===== config.mk =====
export PLATFORM = sky130hd
export DESIGN_NAME = spi_sclk_engine_flat
export DESIGN_NICKNAME = d
export VERILOG_FILES = /design/src/rtl/spi_sclk_engine_pkg.sv /design/src/rtl/spi_sclk_engine_if.sv /design/src/rtl/spi_sclk_engine_div_cnt.sv /design/src/rtl/spi_sclk_engine.sv /design/src/flat_wrapper.sv
export SDC_FILE = /design/constraint.sdc
export NUM_CORES = 1
export LEC_CHECK = 0
export CAP_MARGIN = 20
export CELL_PAD_IN_SITES_DETAIL_PLACEMENT = 1
export CELL_PAD_IN_SITES_GLOBAL_PLACEMENT = 1
export CORE_MARGIN = 5
export CORE_UTILIZATION = 43
export DETAILED_ROUTE_END_ITERATION = 7
export PLACE_DENSITY_LB_ADDON = 0.08
export REMOVE_ABC_BUFFERS = 1
export SLEW_MARGIN = 20
export SYNTH_ARGS = -nofsm -noshare
export SYNTH_HDL_FRONTEND = slang
export SYNTH_SLANG_ARGS = --single-unit
export TNS_END_PERCENT = 1

===== constraint.sdc =====
create_clock -name clk_in -period 2.7 [get_ports clk_in]
set_input_delay 0.54 -clock clk_in [delete_from_list [all_inputs] [get_ports clk_in]]
set_output_delay 0.54 -clock clk_in [all_outputs]
set_load 0.05 [all_outputs]

===== src/rtl/spi_sclk_engine_pkg.sv =====
// Shared types and default sizes for the SPI SCLK engine.
// The CS setup/hold states are only reachable when SPI_SCLK_CS_DLY_EN is defined.
package spi_sclk_engine_pkg;

  localparam int unsigned DivWDefault    = 16;
  localparam int unsigned MaxBitsDefault = 128;
  localparam int unsigned DlyWDefault    = 8;

  // 3-bit state encoding; StSetup/StHold exist only in the CS-delay build.
  typedef enum logic [2:0] {
    StIdle  = 3'd0,
    StSetup = 3'd1,
    StRun   = 3'd2,
    StTrail = 3'd3,
    StHold  = 3'd4
  } state_e;

endpackage


===== src/rtl/spi_sclk_engine_if.sv =====
// Control/status bundle between the SPI control registers (master) and the
// SCLK engine (slave). cs_dly and DLY_W exist only with SPI_SCLK_CS_DLY_EN.
interface spi_sclk_engine_if
  import spi_sclk_engine_pkg::*;
#(
  parameter int unsigned DIV_W = DivWDefault,
  parameter int unsigned LEN_W = $clog2(MaxBitsDefault)
`ifdef SPI_SCLK_CS_DLY_EN
  ,
  parameter int unsigned DLY_W = DlyWDefault
`endif
);

  logic             go;
  logic             abort;
  logic [DIV_W-1:0] divider;
  logic             cpol;
  logic             cpha;
  logic [LEN_W-1:0] char_len;
`ifdef SPI_SCLK_CS_DLY_EN
  logic [DLY_W-1:0] cs_dly;
`endif
  logic             sclk;
  logic             busy;
  logic             load;
  logic             shift;
  logic             sample;
  logic [LEN_W-1:0] bit_idx;
  logic             done;

  modport master (
`ifdef SPI_SCLK_CS_DLY_EN
    output cs_dly,
`endif
    output go, abort, divider, cpol, cpha, char_len,
    input  sclk, busy, load, shift, sample, bit_idx, done
  );

  modport slave (
`ifdef SPI_SCLK_CS_DLY_EN
    input  cs_dly,
`endif
    input  go, abort, divider, cpol, cpha, char_len,
    output sclk, busy, load, shift, sample, bit_idx, done
  );

endinterface


===== src/rtl/spi_sclk_engine_div_cnt.sv =====
// Reloadable half-period down-counter. Loads val on load; when enabled it
// reloads val on zero and otherwise decrements, so one period spans val+1 cycles.
module spi_sclk_engine_div_cnt #(
  parameter int unsigned DIV_W = 16
) (
  input  logic             clk_in,
  input  logic             rst_n,
  input  logic             load,
  input  logic             en,
  input  logic [DIV_W-1:0] val,
  output logic             zero
);

  logic [DIV_W-1:0] cnt_q;

  // Counter state: explicit load wins over the free-running reload/decrement.
  always_ff @(posedge clk_in or negedge rst_n) begin
    if (!rst_n) begin
      cnt_q <= '1;
    end else if (load) begin
      cnt_q <= val;
    end else if (en) begin
      cnt_q <= zero ? val : cnt_q - 1'b1;
    end
  end

  assign zero = (cnt_q == '0);

endmodule


===== src/rtl/spi_sclk_engine.sv =====
// SPI SCLK engine: divides clk_in into SCLK for all four CPOL/CPHA modes,
// counts bits and emits registered load/shift/sample/done strobes that are
// coincident with the SCLK transition they mark.
// Optional feature: define SPI_SCLK_CS_DLY_EN to add CS setup/hold delay states.
module spi_sclk_engine
  import spi_sclk_engine_pkg::*;
#(
  parameter int unsigned DIV_W    = DivWDefault,
  parameter int unsigned MAX_BITS = MaxBitsDefault,
`ifdef SPI_SCLK_CS_DLY_EN
  parameter int unsigned DLY_W    = DlyWDefault,
`endif
  localparam int unsigned LEN_W   = $clog2(MAX_BITS)
) (
  input logic              clk_in,
  input logic              rst_n,
  spi_sclk_engine_if.slave bus
);

  state_e           state_q;
  logic [DIV_W-1:0] div_q;
  logic             cpol_q;
  logic             cpha_q;
  logic [LEN_W-1:0] last_q;   // N-1 for the current transfer
  logic [LEN_W-1:0] pair_q;   // trailing edges completed so far
  logic             sclk_q;
  logic             busy_q;
  logic             load_q;
  logic             shift_q;
  logic             sample_q;
  logic             done_q;
  logic [LEN_W-1:0] bit_idx_q;
`ifdef SPI_SCLK_CS_DLY_EN
  logic [DLY_W-1:0] cs_dly_q;
  logic [DLY_W-1:0] dly_q;
`endif

  logic             start;
  logic             cnt_en;
  logic             cnt_zero;
  logic [DIV_W-1:0] cnt_val;
  logic [LEN_W-1:0] char_last;
  logic             leading;

  // Acceptance, counter control and edge classification.
  always_comb begin
    start     = (state_q == StIdle) && bus.go && !bus.abort;
    cnt_en    = ((state_q == StRun) || (state_q == StTrail)) && !bus.abort;
    cnt_val   = start ? bus.divider : div_q;
    char_last = (bus.char_len == '0) ? LEN_W'(MAX_BITS - 1) : bus.char_len - 1'b1;
    // SCLK still at its idle level means the next toggle is a leading edge.
    leading   = (sclk_q == cpol_q);
  end

  spi_sclk_engine_div_cnt #(
    .DIV_W (DIV_W)
  ) u_div_cnt (
    .clk_in (clk_in),
    .rst_n  (rst_n),
    .load   (start),
    .en     (cnt_en),
    .val    (cnt_val),
    .zero   (cnt_zero)
  );

  // Transfer FSM with registered SCLK, status and strobes.
  always_ff @(posedge clk_in or negedge rst_n) begin
    if (!rst_n) begin
      state_q   <= StIdle;
      div_q     <= '0;
      cpol_q    <= 1'b0;
      cpha_q    <= 1'b0;
      last_q    <= '0;
      pair_q    <= '0;
      sclk_q    <= 1'b0;
      busy_q    <= 1'b0;
      load_q    <= 1'b0;
      shift_q   <= 1'b0;
      sample_q  <= 1'b0;
      done_q    <= 1'b0;
      bit_idx_q <= '0;
`ifdef SPI_SCLK_CS_DLY_EN
      cs_dly_q  <= '0;
      dly_q     <= '0;
`endif
    end else begin
      load_q   <= 1'b0;
      shift_q  <= 1'b0;
      sample_q <= 1'b0;
      done_q   <= 1'b0;
      if (sample_q && (bit_idx_q != last_q)) begin
        bit_idx_q <= bit_idx_q + 1'b1;
      end
      if (bus.abort && (state_q != StIdle)) begin
        state_q <= StIdle;
        sclk_q  <= bus.cpol;
        busy_q  <= 1'b0;
      end else begin
        case (state_q)
          StIdle: begin
            sclk_q <= bus.cpol;
            if (start) begin
              div_q     <= bus.divider;
              cpol_q    <= bus.cpol;
              cpha_q    <= bus.cpha;
              last_q    <= char_last;
              pair_q    <= '0;
              bit_idx_q <= '0;
              busy_q    <= 1'b1;
              load_q    <= 1'b1;
`ifdef SPI_SCLK_CS_DLY_EN
              cs_dly_q  <= bus.cs_dly;
              dly_q     <= bus.cs_dly;
              state_q   <= (bus.cs_dly == '0) ? StRun : StSetup;
`else
              state_q   <= StRun;
`endif
            end
          end
`ifdef SPI_SCLK_CS_DLY_EN
          // Counter holds its loaded value until setup delay elapses.
          StSetup: begin
            if (dly_q <= DLY_W'(1)) begin
              state_q <= StRun;
            end else begin
              dly_q <= dly_q - 1'b1;
            end
          end
`endif
          StRun: begin
            if (cnt_zero) begin
              sclk_q <= ~sclk_q;
              if (leading) begin
                if (!cpha_q) begin
                  sample_q <= 1'b1;
                end else if (pair_q != '0) begin
                  shift_q <= 1'b1;
                end
              end else begin
                if (cpha_q) begin
                  sample_q <= 1'b1;
                end
                if (pair_q == last_q) begin
                  state_q <= StTrail;
                end else begin
                  pair_q <= pair_q + 1'b1;
                  if (!cpha_q) begin
                    shift_q <= 1'b1;
                  end
                end
              end
            end
          end
          StTrail: begin
            if (cnt_zero) begin
`ifdef SPI_SCLK_CS_DLY_EN
              if (cs_dly_q != '0) begin
                state_q <= StHold;
                dly_q   <= cs_dly_q;
              end else begin
                state_q <= StIdle;
                busy_q  <= 1'b0;
                done_q  <= 1'b1;
              end
`else
              state_q <= StIdle;
              busy_q  <= 1'b0;
              done_q  <= 1'b1;
`endif
            end
          end
`ifdef SPI_SCLK_CS_DLY_EN
          StHold: begin
            if (dly_q <= DLY_W'(1)) begin
              state_q <= StIdle;
              busy_q  <= 1'b0;
              done_q  <= 1'b1;
            end else begin
              dly_q <= dly_q - 1'b1;
            end
          end
`endif
          default: begin
            state_q <= StIdle;
            busy_q  <= 1'b0;
          end
        endcase
      end
    end
  end

  assign bus.sclk    = sclk_q;
  assign bus.busy    = busy_q;
  assign bus.load    = load_q;
  assign bus.shift   = shift_q;
  assign bus.sample  = sample_q;
  assign bus.bit_idx = bit_idx_q;
  assign bus.done    = done_q;

endmodule


===== src/flat_wrapper.sv =====
// flat-port wrapper written by rule: the top's interface ports become plain ports
module spi_sclk_engine_flat import spi_sclk_engine_pkg::*;
#(
  parameter int unsigned DIV_W    = DivWDefault,
  parameter int unsigned MAX_BITS = MaxBitsDefault,

  localparam int unsigned LEN_W   = $clog2(MAX_BITS)
)
  (clk_in, rst_n, bus_go, bus_abort, bus_divider, bus_cpol, bus_cpha, bus_char_len, bus_sclk, bus_busy, bus_load, bus_shift, bus_sample, bus_bit_idx, bus_done);
  spi_sclk_engine_if #(.DIV_W(DIV_W), .LEN_W(7)) bus_i ();
  input logic clk_in;
  input logic rst_n;
  input wire logic [$bits(bus_i.go)-1:0] bus_go;
  input wire logic [$bits(bus_i.abort)-1:0] bus_abort;
  input wire logic [$bits(bus_i.divider)-1:0] bus_divider;
  input wire logic [$bits(bus_i.cpol)-1:0] bus_cpol;
  input wire logic [$bits(bus_i.cpha)-1:0] bus_cpha;
  input wire logic [$bits(bus_i.char_len)-1:0] bus_char_len;
  output wire logic [$bits(bus_i.sclk)-1:0] bus_sclk;
  output wire logic [$bits(bus_i.busy)-1:0] bus_busy;
  output wire logic [$bits(bus_i.load)-1:0] bus_load;
  output wire logic [$bits(bus_i.shift)-1:0] bus_shift;
  output wire logic [$bits(bus_i.sample)-1:0] bus_sample;
  output wire logic [$bits(bus_i.bit_idx)-1:0] bus_bit_idx;
  output wire logic [$bits(bus_i.done)-1:0] bus_done;
  assign bus_i.go = bus_go;
  assign bus_i.abort = bus_abort;
  assign bus_i.divider = bus_divider;
  assign bus_i.cpol = bus_cpol;
  assign bus_i.cpha = bus_cpha;
  assign bus_i.char_len = bus_char_len;
  assign bus_sclk = bus_i.sclk;
  assign bus_busy = bus_i.busy;
  assign bus_load = bus_i.load;
  assign bus_shift = bus_i.shift;
  assign bus_sample = bus_i.sample;
  assign bus_bit_idx = bus_i.bit_idx;
  assign bus_done = bus_i.done;
  spi_sclk_engine #(.DIV_W(DIV_W), .MAX_BITS(MAX_BITS)) u_core (.clk_in(clk_in), .rst_n(rst_n), .bus(bus_i));
endmodule

==> Yosys cells after proc, flatten, opt, wreduce, memory -nomap -nowiden <==
Index checks and enable logic that the tools add are counted.
{ "classes": {"bitwise": 2, "add_sub_neg": 4, "eq_ne": 15, "n_mux": 47, "reduce_logical": 21} }
{ "ops": {"columns": ["operator", "count"], "rows": [
  ["$mux 16", 4],
  ["$mux 7", 9],
  ["$mux 1", 24],
  ["$mux 3", 6],
  ["$logic_not 16->1", 1],
  ["$sub 16x1->16 const B", 1],
  ["$add 7x1->7 const B", 2],
  ["$pmux 7 s2", 1],
  ["$ne 3x3->1 const B", 4],
  ["$pmux 3 s3", 1],
  ["$ne 2x2->1 const B", 4],
  ["$eq 7x7->1", 1],
  ["$logic_not 7->1", 1],
  ["$ne 7x7->1", 1],
  ["$reduce_bool 7->1", 1],
  ["$sub 7x1->7 const B", 1],
  ["$eq 3x2->1 const B", 2],
  ["$reduce_and 3->1", 2],
  ["$reduce_and 6->1", 1],
  ["$reduce_bool 3->1", 2],
  ["$logic_and 1x1->1", 5],
  ["$reduce_and 5->1", 1],
  ["$reduce_and 2->1", 2],
  ["$reduce_bool 2->1", 2],
  ["other kinds (9)", 10]
]} }
{ "word_totals": {"wordCells": 103, "input_bits": 29, "register_bits": 64, "output_inout_bits": 13} }

==> Longest topological paths before layout <==
Gate-level depths: netlist of the first run.
{ "logic_depth": {"ltp_word": 7, "mapped_depth": 8, "mapped_depth_nobuf": 7} }

==> Hierarchy <==
A second synthesis of the first run with hierarchy kept.
{ "unflattened": {"cells_unflattened": 404, "area_unflattened_um2": 3558.4} }
{ "modules_own_cells": {"columns": ["mod", "seq_area_each_um2", "instances", "area_each_um2", "cells_per_inst"], "rows": [
  ["spi_sclk_engine", 1176.1, 1, 2421.1, 273],
  ["spi_sclk_engine_div_cnt", 420.4, 1, 1137.3, 131]
]} }

==> Least setup slack after synthesis of the first run <==
OpenSTA, ideal clock, no wires.
{ "synth_path": {"kind": "input-to-reg", "start": "input bus_abort", "end": "register u_core.u_div_cnt.cnt_q[13]", "n_path_buf": 1, "cell_stages": 7, "path_slack_ps": 566, "t_required_ps": 2620, "t_arrival_ps": 2055, "setup_ps": 80, "cell_sequence": "buf_2 > or4b_1 > inv_1 > mux2_2 > a21oi_1 > a31oi_1 > o22a_1"} }
{ "synth_between": {"elab_chain_len": 6} }
{ "synth_lines": {"columns": ["item", "line", "source"], "rows": [
  ["from (decl)", "flat_wrapper.sv:14", "input wire logic [$bits(bus_i.abort)-1:0] bus_abort;"],
  ["$logic_not 1->1 (*)", "spi_sclk_engine.sv:47, spi_sclk_engine.sv:48", null],
  ["$logic_and 1x1->1", "spi_sclk_engine.sv:47", "start = (state_q == StIdle) && bus.go && !bus.abort;"],
  ["$mux 16", null, null],
  ["$mux 16", "spi_sclk_engine_div_cnt.sv:23", "cnt_q <= zero ? val : cnt_q - 1'b1;"],
  ["$mux 16", "spi_sclk_engine_div_cnt.sv:22", "end else if (en) begin"],
  ["$mux 16", "spi_sclk_engine_div_cnt.sv:20", "end else if (load) begin"],
  ["to (signal assigned)", "spi_sclk_engine_div_cnt.sv:21", "cnt_q <= val;"],
  ["to (signal assigned)", "spi_sclk_engine_div_cnt.sv:23", null],
  ["to (decl)", "spi_sclk_engine_div_cnt.sv:14", "logic [DIV_W-1:0] cnt_q;"]
]} }
Mark *: on every way between the ends. The rest lies on a longest branch, timed or not. The select of a mux whose other input is x is not followed.
A chain may end at the register's enable or synchronous reset.

==> Worst setup path in the final report of the first run <==
{ "layout_path": {"start": "register u_core.u_div_cnt.cnt_q[0]", "end": "register u_core.pair_q[3]"} }
{ "layout_between": {"elab_chain_len": 3} }
{ "layout_lines": {"columns": ["item", "line", "source"], "rows": [
  ["$logic_not 16->1", "spi_sclk_engine_div_cnt.sv:27", "assign zero = (cnt_q == '0);"],
  ["$ne 2x2->1 (no source line)", null, null],
  ["$reduce_and 6->1 (no source line)", null, null],
  ["to (signal assigned)", "spi_sclk_engine.sv:146", "pair_q <= pair_q + 1'b1;"],
  ["to (decl)", "spi_sclk_engine.sv:25", "logic [LEN_W-1:0] pair_q;"]
]} }
No other way between the ends.

==> flow_summary.json, run 1 <==
{
  "synth_area_um2": 3551,
  "final_nets": 473,
  "drt-total-wl_mm": 9.704,
  "path_cells": "inv_1 -> ha_1 -> nor4b_4 -> and4_4 -> o2111ai_4 -> or4_1 -> o21ai_1",
  "drt_pre_antenna_iters": 4,
  "post_synth_mux_area_share_pct": 2.044,
  "synth_seq_area_share_pct": 44.96,
  "clock_path_buffers": 2,
  "cpPeakStageDelay_ns": 0.51,
  "grt_first_pass_wirelength_mm": 16.63,
  "async_flop_share_pct": 100.0,
  "worstPathArrival_ns": 2.57,
  "start_util_pct": 43.65,
  "design.core.area_um2": 8134,
  "critPathMaxFanout": 13,
  "final-instance-count-excl-fill": 548,
  "max_slew.worst_pin.slew_ns": 0.7642,
  "synth_top_cell_area_share_pct": 33.12,
  "multiInputGateArea_um2": 1827,
  "gp_routability_congestion": 0.7732,
  "fin_tns_setup_ns": 0,
  "synth_fa_ha_area_share_pct": 2.114,
  "post-route-period-util_pct": 84.90,
  "final_setup_fails": 0,
  "die_height_um": 100.9,
  "cts.reportedPaths.clkPinSlew_ns": 0.07,
  "run_status": "finished, final reports clean",
  "max_freq_mhz": 436.2,
  "critPathRequiredTime_ns": 2.98,
  "dp_hpwl_mm": 6.817,
  "post-route-drc-count": 0,
  "synth-simple-area-share_pct": 23.82,
  "grt_overflow_total": 0,
  "critical_path.endpoint_type": "flip-flop",
  "die_width_um": 100.9,
  "cts_max_level": 3,
  "combinational_family_with_the_most_area_after_synthesis": "simple AND/OR/NAND/NOR gates",
  "hold_viol_final": 0,
  "yosys_register_bits": 63,
  "synth_cells": 394,
  "place.port_buffers": 41,
  "path_buf_inv": 1,
  "stdcell_area_um2": 4314,
  "placedCellCount": 532,
  "synth_top_flop_cell": "sky130_fd_sc_hd__dfrtp_1",
  "rows": 33,
  "timing.hold.worst.class": "in -> async",
  "flow.area_growth_from_synthesis_pct": 21.49,
  "crit_type": "reg -> reg",
  "antenna_found_initial": 0,
  "dr.first_iter.drc_count": 88,
  "internal-power_w": 0.001968,
  "synth_cell_types": 54,
  "max-cap-violations": 0,
  "largest_net_degree_at_the_start_of_global_routing": 42,
  "share_comb_of_total_power_pct": 23.8,
  "track_usage_pct": 20.70,
  "setup.worst_path.start_class": "flip-flop",
  "cts-buffers-inserted": 9,
  "powerDensity_nw_per_um2": 678.8,
  "insertedDiodeCount": 0,
  "cts_hold_buffers": 0,
  "drtAntennaViolNets": 0,
  "totalPowerFinal_w": 0.002929,
  "leakage_nw": 1.792,
  "postCtsSetupRepairBufs": 0,
  "cts-resized-gates": 0,
  "total_of_warnings_raised_by_yosys": 0,
  "ir_worst_vdd_mv": 0.2646,
  "worst_path_dominant_cell_family": "simple AND/OR/NAND/NOR gates",
  "post_synth_xor_xnor_area_pct": 6.413,
  "synth_edf_count": 0,
  "clock_tree_from_tritoncts": "done",
  "worst_skew_pair.late_latency_ns": 0.35,
  "timing_max_transition_violations_final": 0,
  "rsz0062_at_grt": "no",
  "synth_largest_area_cell": "sky130_fd_sc_hd__dfrtp_1",
  "utilization_pct": 53.04,
  "clk_root_buffer_cell": "sky130_fd_sc_hd__clkbuf_8",
  "syn-mean-instance-area_um2": 9.012,
  "cts_num_sinks": 63,
  "cp_slowest_cell": "sky130_fd_sc_hd__or4_1",
  "finalCriticalPeriod_ns": 2.292,
  "power.sequential.fraction_pct": 47.0,
  "num-fill-cells": 941,
  "first_global_vias": 3349,
  "most-common-layout-cells": "82 x sky130_fd_sc_hd__nand2_1, 47 x sky130_fd_sc_hd__dfrtp_1, 40 x sky130_fd_sc_hd__clkdlybuf4s50_1",
  "maxSlewHeadroom_pct": 48.94,
  "final-seq-area_um2": 1597,
  "synth_top_cells_by_area": "sky130_fd_sc_hd__dfrtp_1 33%, sky130_fd_sc_hd__dfstp_2 12%, sky130_fd_sc_hd__nand2_1 8.7%",
  "most_common_cell_after_layout_fill_and_taps_aside": "sky130_fd_sc_hd__nand2_1",
  "switch_share_pct": 32.81,
  "placedInstanceArea_um2": 4113,
  "via_count": 3129,
  "drt-wirelength-per-cell_um": 17.71,
  "vias_per_cell": 5.710,
  "clockPowerShare_pct": 29.2,
  "number_of_top_level_pins": 42,
  "design.die.area_um2": 10180,
  "clock_skew_ns": 0.009586,
  "post_route_cells_drive_above_1_share_pct": 11.96,
  "power.switching_w": 0.0009609,
  "synth_area_in_compound_gates_pct": 17.05
}
==> cells by family after synthesis <==
group,Yosys count
muxes,7
and+or+nand+nor,171
DFF,63
buffers and inverters,31
AOI/OAI and AO/OA,90
xor gates and xnor gates,26
adders and majority gates,6
==> Yosys cell counts, types with 6 or more instances <==
cell,number
sky130_fd_sc_hd__a21oi_1,14
sky130_fd_sc_hd__buf_2,6
sky130_fd_sc_hd__clkbuf_1,12
sky130_fd_sc_hd__dfrtp_1,47
sky130_fd_sc_hd__dfstp_2,16
sky130_fd_sc_hd__ha_1,6
sky130_fd_sc_hd__inv_1,12
sky130_fd_sc_hd__nand2_1,82
sky130_fd_sc_hd__nand3_1,14
sky130_fd_sc_hd__nand4_1,10
sky130_fd_sc_hd__nor2_1,26
sky130_fd_sc_hd__o211ai_1,11
sky130_fd_sc_hd__o21ai_0,27
sky130_fd_sc_hd__or3_1,6
sky130_fd_sc_hd__xnor2_1,18
sky130_fd_sc_hd__xor2_1,8
==> final timing paths <==
check | start | to | slack (ns) | cells past startpoint
setup reg to reg | u_core.u_div_cnt.cnt_q[0] | u_core.pair_q[3] | 0.41 | 7
max in group asynchronous | rst_n | u_core.u_div_cnt.cnt_q[1] | 1.81 | 2
setup / recovery | u_core.u_div_cnt.cnt_q[0] | u_core.pair_q[3] | 0.41 | 7
hold / removal | rst_n | u_core.bus.bit_idx[4] | 0.20 | 1
hold reg to reg | u_core.div_q[8] | u_core.div_q[8] | 0.47 | 2
min in group clk_in | u_core.div_q[8] | u_core.div_q[8] | 0.47 | 2
==> cell type report <==
type,count,area share (%)
inverters,12,1.044
multi-input cells,300,42.34
repair buffers,52,11.89
clock buffers,13,3.683
clock inverters,3,0.9861
flip-flops and latches,63,37.01
well taps,105,3.045
==> power by group through the flow <==
stage	Sequential [W]	Clock (W)	Combinational, W
2_1_floorplan	0.00134	0	0.000463
3_3_place_gp	0.00138	0	0.000670
3_5_place_dp	0.00138	0	0.000699
4_1_cts	0.00137	0.000873	0.000705
5_1_grt	0.00140	0.000921	0.000784
6_report	0.00138	0.000855	0.000697
==> stage by stage <==
stage	setup WS, ns	hold slack [ns]
4_1_cts	0.4093	0.2159
2_1_floorplan	-0.4679	0.2444
5_1_grt	0.2691	0.2505
3_3_place_gp	0.2049	0.4570
6_report	0.4076	0.1971
3_5_place_dp	0.1643	0.4581
==> state kept, by name, indices dropped and copies added, names as in the netlist <==
signal / count
u_core.cpha_q: 1
u_core.bus.sample: 1
u_core.bus.sclk: 1
u_core.pair_q: 7
u_core.bus.done: 1
u_core.u_div_cnt.cnt_q: 16
u_core.bus.shift: 1
u_core.cpol_q: 1
u_core.bus.load: 1
u_core.last_q: 7
u_core.div_q: 16
u_core.bus.busy: 1
u_core.state_q: 2
u_core.bus.bit_idx: 7
==> layer usage <==
layer	wire, µm	share of wire [%]	up-vias	GRT usage [%]
li1	-	-	1498	-
met1	4760	49	1555	29.13
met2	4388	45	59	32.20
met3	373	3.8	17	3.183
met4	180	1.9	0	7.565
met5	0	0	-	0
Note: power is estimated with default switching activity, not from simulation.
==> inputs of run 2 (changes only) <==
--- a/config.mk
+++ b/config.mk
@@ -9,7 +9,7 @@
 export CELL_PAD_IN_SITES_DETAIL_PLACEMENT = 1
 export CELL_PAD_IN_SITES_GLOBAL_PLACEMENT = 1
 export CORE_MARGIN = 5
-export CORE_UTILIZATION = 43
+export CORE_UTILIZATION = 39
 export DETAILED_ROUTE_END_ITERATION = 7
 export PLACE_DENSITY_LB_ADDON = 0.08
 export REMOVE_ABC_BUFFERS = 1
==> constraint.sdc (replaced) <==
create_clock -name clk_in -period 2 [get_ports clk_in]
set_input_delay 0.4 -clock clk_in [delete_from_list [all_inputs] [get_ports clk_in]]
set_output_delay 0.4 -clock clk_in [all_outputs]
set_load 0.05 [all_outputs]
==> run 2 against run 1 <==
  * Power grew 48%
  * Critical path type unchanged
  * Largest cell class unchanged
  * Utilization grew 1.4 points
  * Design area grew 11%
  * Highest routed layer unchanged
==> flow_summary.json, run 2 (synthesis gave the netlist of run 1 again) <==
{
  "max_slew.worst_pin.slew_ns": 0.5906,
  "clock_skew_ns": 0.009753,
  "finalCriticalPeriod_ns": 1.998,
  "r2r-end": "u_core.u_div_cnt.cnt_q[3]",
  "multiInputGateArea_um2": 1899,
  "rows": 34,
  "flow.area_growth_from_synthesis_pct": 35.10,
  "cpPeakStageDelay_ns": 0.56,
  "num-fill-cells": 1032,
  "clock_path_buffers": 2,
  "drt_pre_antenna_iters": 4,
  "maxSlewHeadroom_pct": 60.63,
  "holdWs_ns": 0.05753,
  "first_global_vias": 3635,
  "run_status": "finished, final reports clean",
  "final_setup_fails": 0,
  "setup.worst_path.start_class": "flip-flop",
  "start_util_pct": 40.32,
  "hold_viol_final": 0,
  "design.core.area_um2": 8806,
  "cts-buffers-inserted": 9,
  "rsz0062_at_grt": "yes",
  "drtAntennaViolNets": 0,
  "drt-total-wl_mm": 11.24,
  "grt_overflow_total": 0,
  "crit_type": "reg -> reg",
  "gp_routability_congestion": 0.7795,
  "place.port_buffers": 41,
  "dr.first_iter.drc_count": 95,
  "placedInstanceArea_um2": 4419,
  "most-common-layout-cells": "81 x sky130_fd_sc_hd__nand2_1, 60 x sky130_fd_sc_hd__buf_4, 47 x sky130_fd_sc_hd__dfrtp_1",
  "ir_worst_vdd_mv": 0.5319,
  "leakage_nw": 2.121,
  "critical_path.endpoint_type": "flip-flop",
  "worst_skew_pair.late_latency_ns": 0.35,
  "most_common_cell_after_layout_fill_and_taps_aside": "sky130_fd_sc_hd__nand2_1",
  "timing.hold.worst.class": "in -> async",
  "final-seq-area_um2": 1597,
  "final_nets": 522,
  "grt_busiest_layer": "met2",
  "grt_first_pass_wirelength_mm": 18.37,
  "critPathMaxFanout": 8,
  "max-cap-violations": 0,
  "track_usage_pct": 20.25,
  "design.die.area_um2": 11110,
  "fin_tns_setup_ns": 0,
  "powerDensity_nw_per_um2": 903.8,
  "regs_by_ff_count": "u_core.div_q x16, u_core.u_div_cnt.cnt_q x16",
  "timing_max_transition_violations_final": 0,
  "critPathRequiredTime_ns": 2.27,
  "clk_root_buffer_cell": "sky130_fd_sc_hd__clkbuf_8",
  "die_height_um": 105.4,
  "largest_net_degree_at_the_start_of_global_routing": 29,
  "insertedDiodeCount": 0,
  "die_width_um": 105.4,
  "post-route-drc-count": 0,
  "rrSetupSlack_ns": 0.002,
  "vias_per_cell": 5.648,
  "grtUsageMet3_pct": 3.484,
  "number_of_top_level_pins": 42,
  "globalRouteMet1Util_pct": 28.47,
  "clock_tree_from_tritoncts": "done",
  "path_buf_inv": 2,
  "utilization_pct": 54.48,
  "dp_hpwl_mm": 7.826,
  "cts_hold_buffers": 0,
  "post-route-period-util_pct": 99.90,
  "path_cells": "inv_2 -> ha_4 -> nor4b_4 -> and4_4 -> buf_4 -> or3_1 -> o211ai_1 -> a31oi_1",
  "max_freq_mhz": 500.5,
  "stdcell_area_um2": 4797,
  "cts_max_level": 3,
  "worst_path_dominant_cell_family": "simple AND/OR/NAND/NOR gates",
  "grtUsageMet2_pct": 31.65,
  "worstPathArrival_ns": 2.27,
  "critical_path.reg2reg.startpoint": "u_core.u_div_cnt.cnt_q[1]",
  "via_count": 3383,
  "cts.reportedPaths.clkPinSlew_ns": 0.07,
  "drt-wirelength-per-cell_um": 18.76,
  "worst-r2r-cell-count": 8,
  "antenna_found_initial": 0,
  "cp_slowest_cell": "sky130_fd_sc_hd__dfstp_2",
  "cts_num_sinks": 63,
  "post_route_cells_drive_above_1_share_pct": 24.24
}
==> run 2: stage by stage <==
stage	total power [W]	cells	setup WS, ns
floorplan	0.002434	375	-1.085
global placement	0.002942	576	-0.2706
detailed placement	0.002998	576	-0.2875
CTS	0.004257	596	-0.008681
global route	0.004576	599	-0.07733
finish	0.004335	599	0.001952
==> run 2: worst max-delay path by stage <==
stage | slack (ns) | cells after the start | end | startpoint
after floorplan | -1.08 | 6 | u_core.u_div_cnt.cnt_q[13] | u_core.state_q[1]
after global placement | -0.27 | 7 | u_core.u_div_cnt.cnt_q[13] | bus_abort
after detailed placement | -0.29 | 7 | u_core.u_div_cnt.cnt_q[15] | bus_abort
after CTS | -0.009 | 10 | u_core.u_div_cnt.cnt_q[13] | u_core.u_div_cnt.cnt_q[0]
after global routing | -0.08 | 7 | u_core.pair_q[4] | u_core.u_div_cnt.cnt_q[1]
final | 0.002 | 8 | u_core.u_div_cnt.cnt_q[3] | u_core.u_div_cnt.cnt_q[1]
==> run 2: power by group <==
part / total [W] / switching [W] / internal (W)
clock: 0.00125 / 0.000517 / 0.000731
combinational: 0.00128 / 0.000657 / 0.000622
sequential: 0.00181 / 0.000241 / 0.00157
total: 0.00434 / 0.00141 / 0.00292
==> run 2: repair_timing <==
item,in CTS,in global routing
buffers inserted,4,2
gates resized for setup,2,20
gates cloned,1,1
pin swaps,2,5
endpoints found under the setup margin,11,29
==> run 2: area by class of cell <==
cell class	count	area share [%]
clock inverter	3	1.408
timing repair buffer	100	18.94
multi-input combinational	301	39.59
clock buffer	12	3.026
tap	108	2.817
inverter	12	0.9390
sequential	63	33.28
==> run 2: metal layers <==
metal / vias up / routed length, µm
li1: 1599 / -
met1: 1702 / 5363
met2: 66 / 5273
met3: 16 / 385
met4: 0 / 214
met5: - / 0
==> inputs of run 3 (changes only) <==
--- a/config.mk
+++ b/config.mk
@@ -10,6 +10,7 @@
 export CELL_PAD_IN_SITES_GLOBAL_PLACEMENT = 1
 export CORE_MARGIN = 5
 export CORE_UTILIZATION = 39
+export CTS_CLUSTER_DIAMETER = 80
 export DETAILED_ROUTE_END_ITERATION = 7
 export PLACE_DENSITY_LB_ADDON = 0.08
 export REMOVE_ABC_BUFFERS = 1
==> results of run 3 <==
Final layout, timing and power as in run 2 (identical DEF).
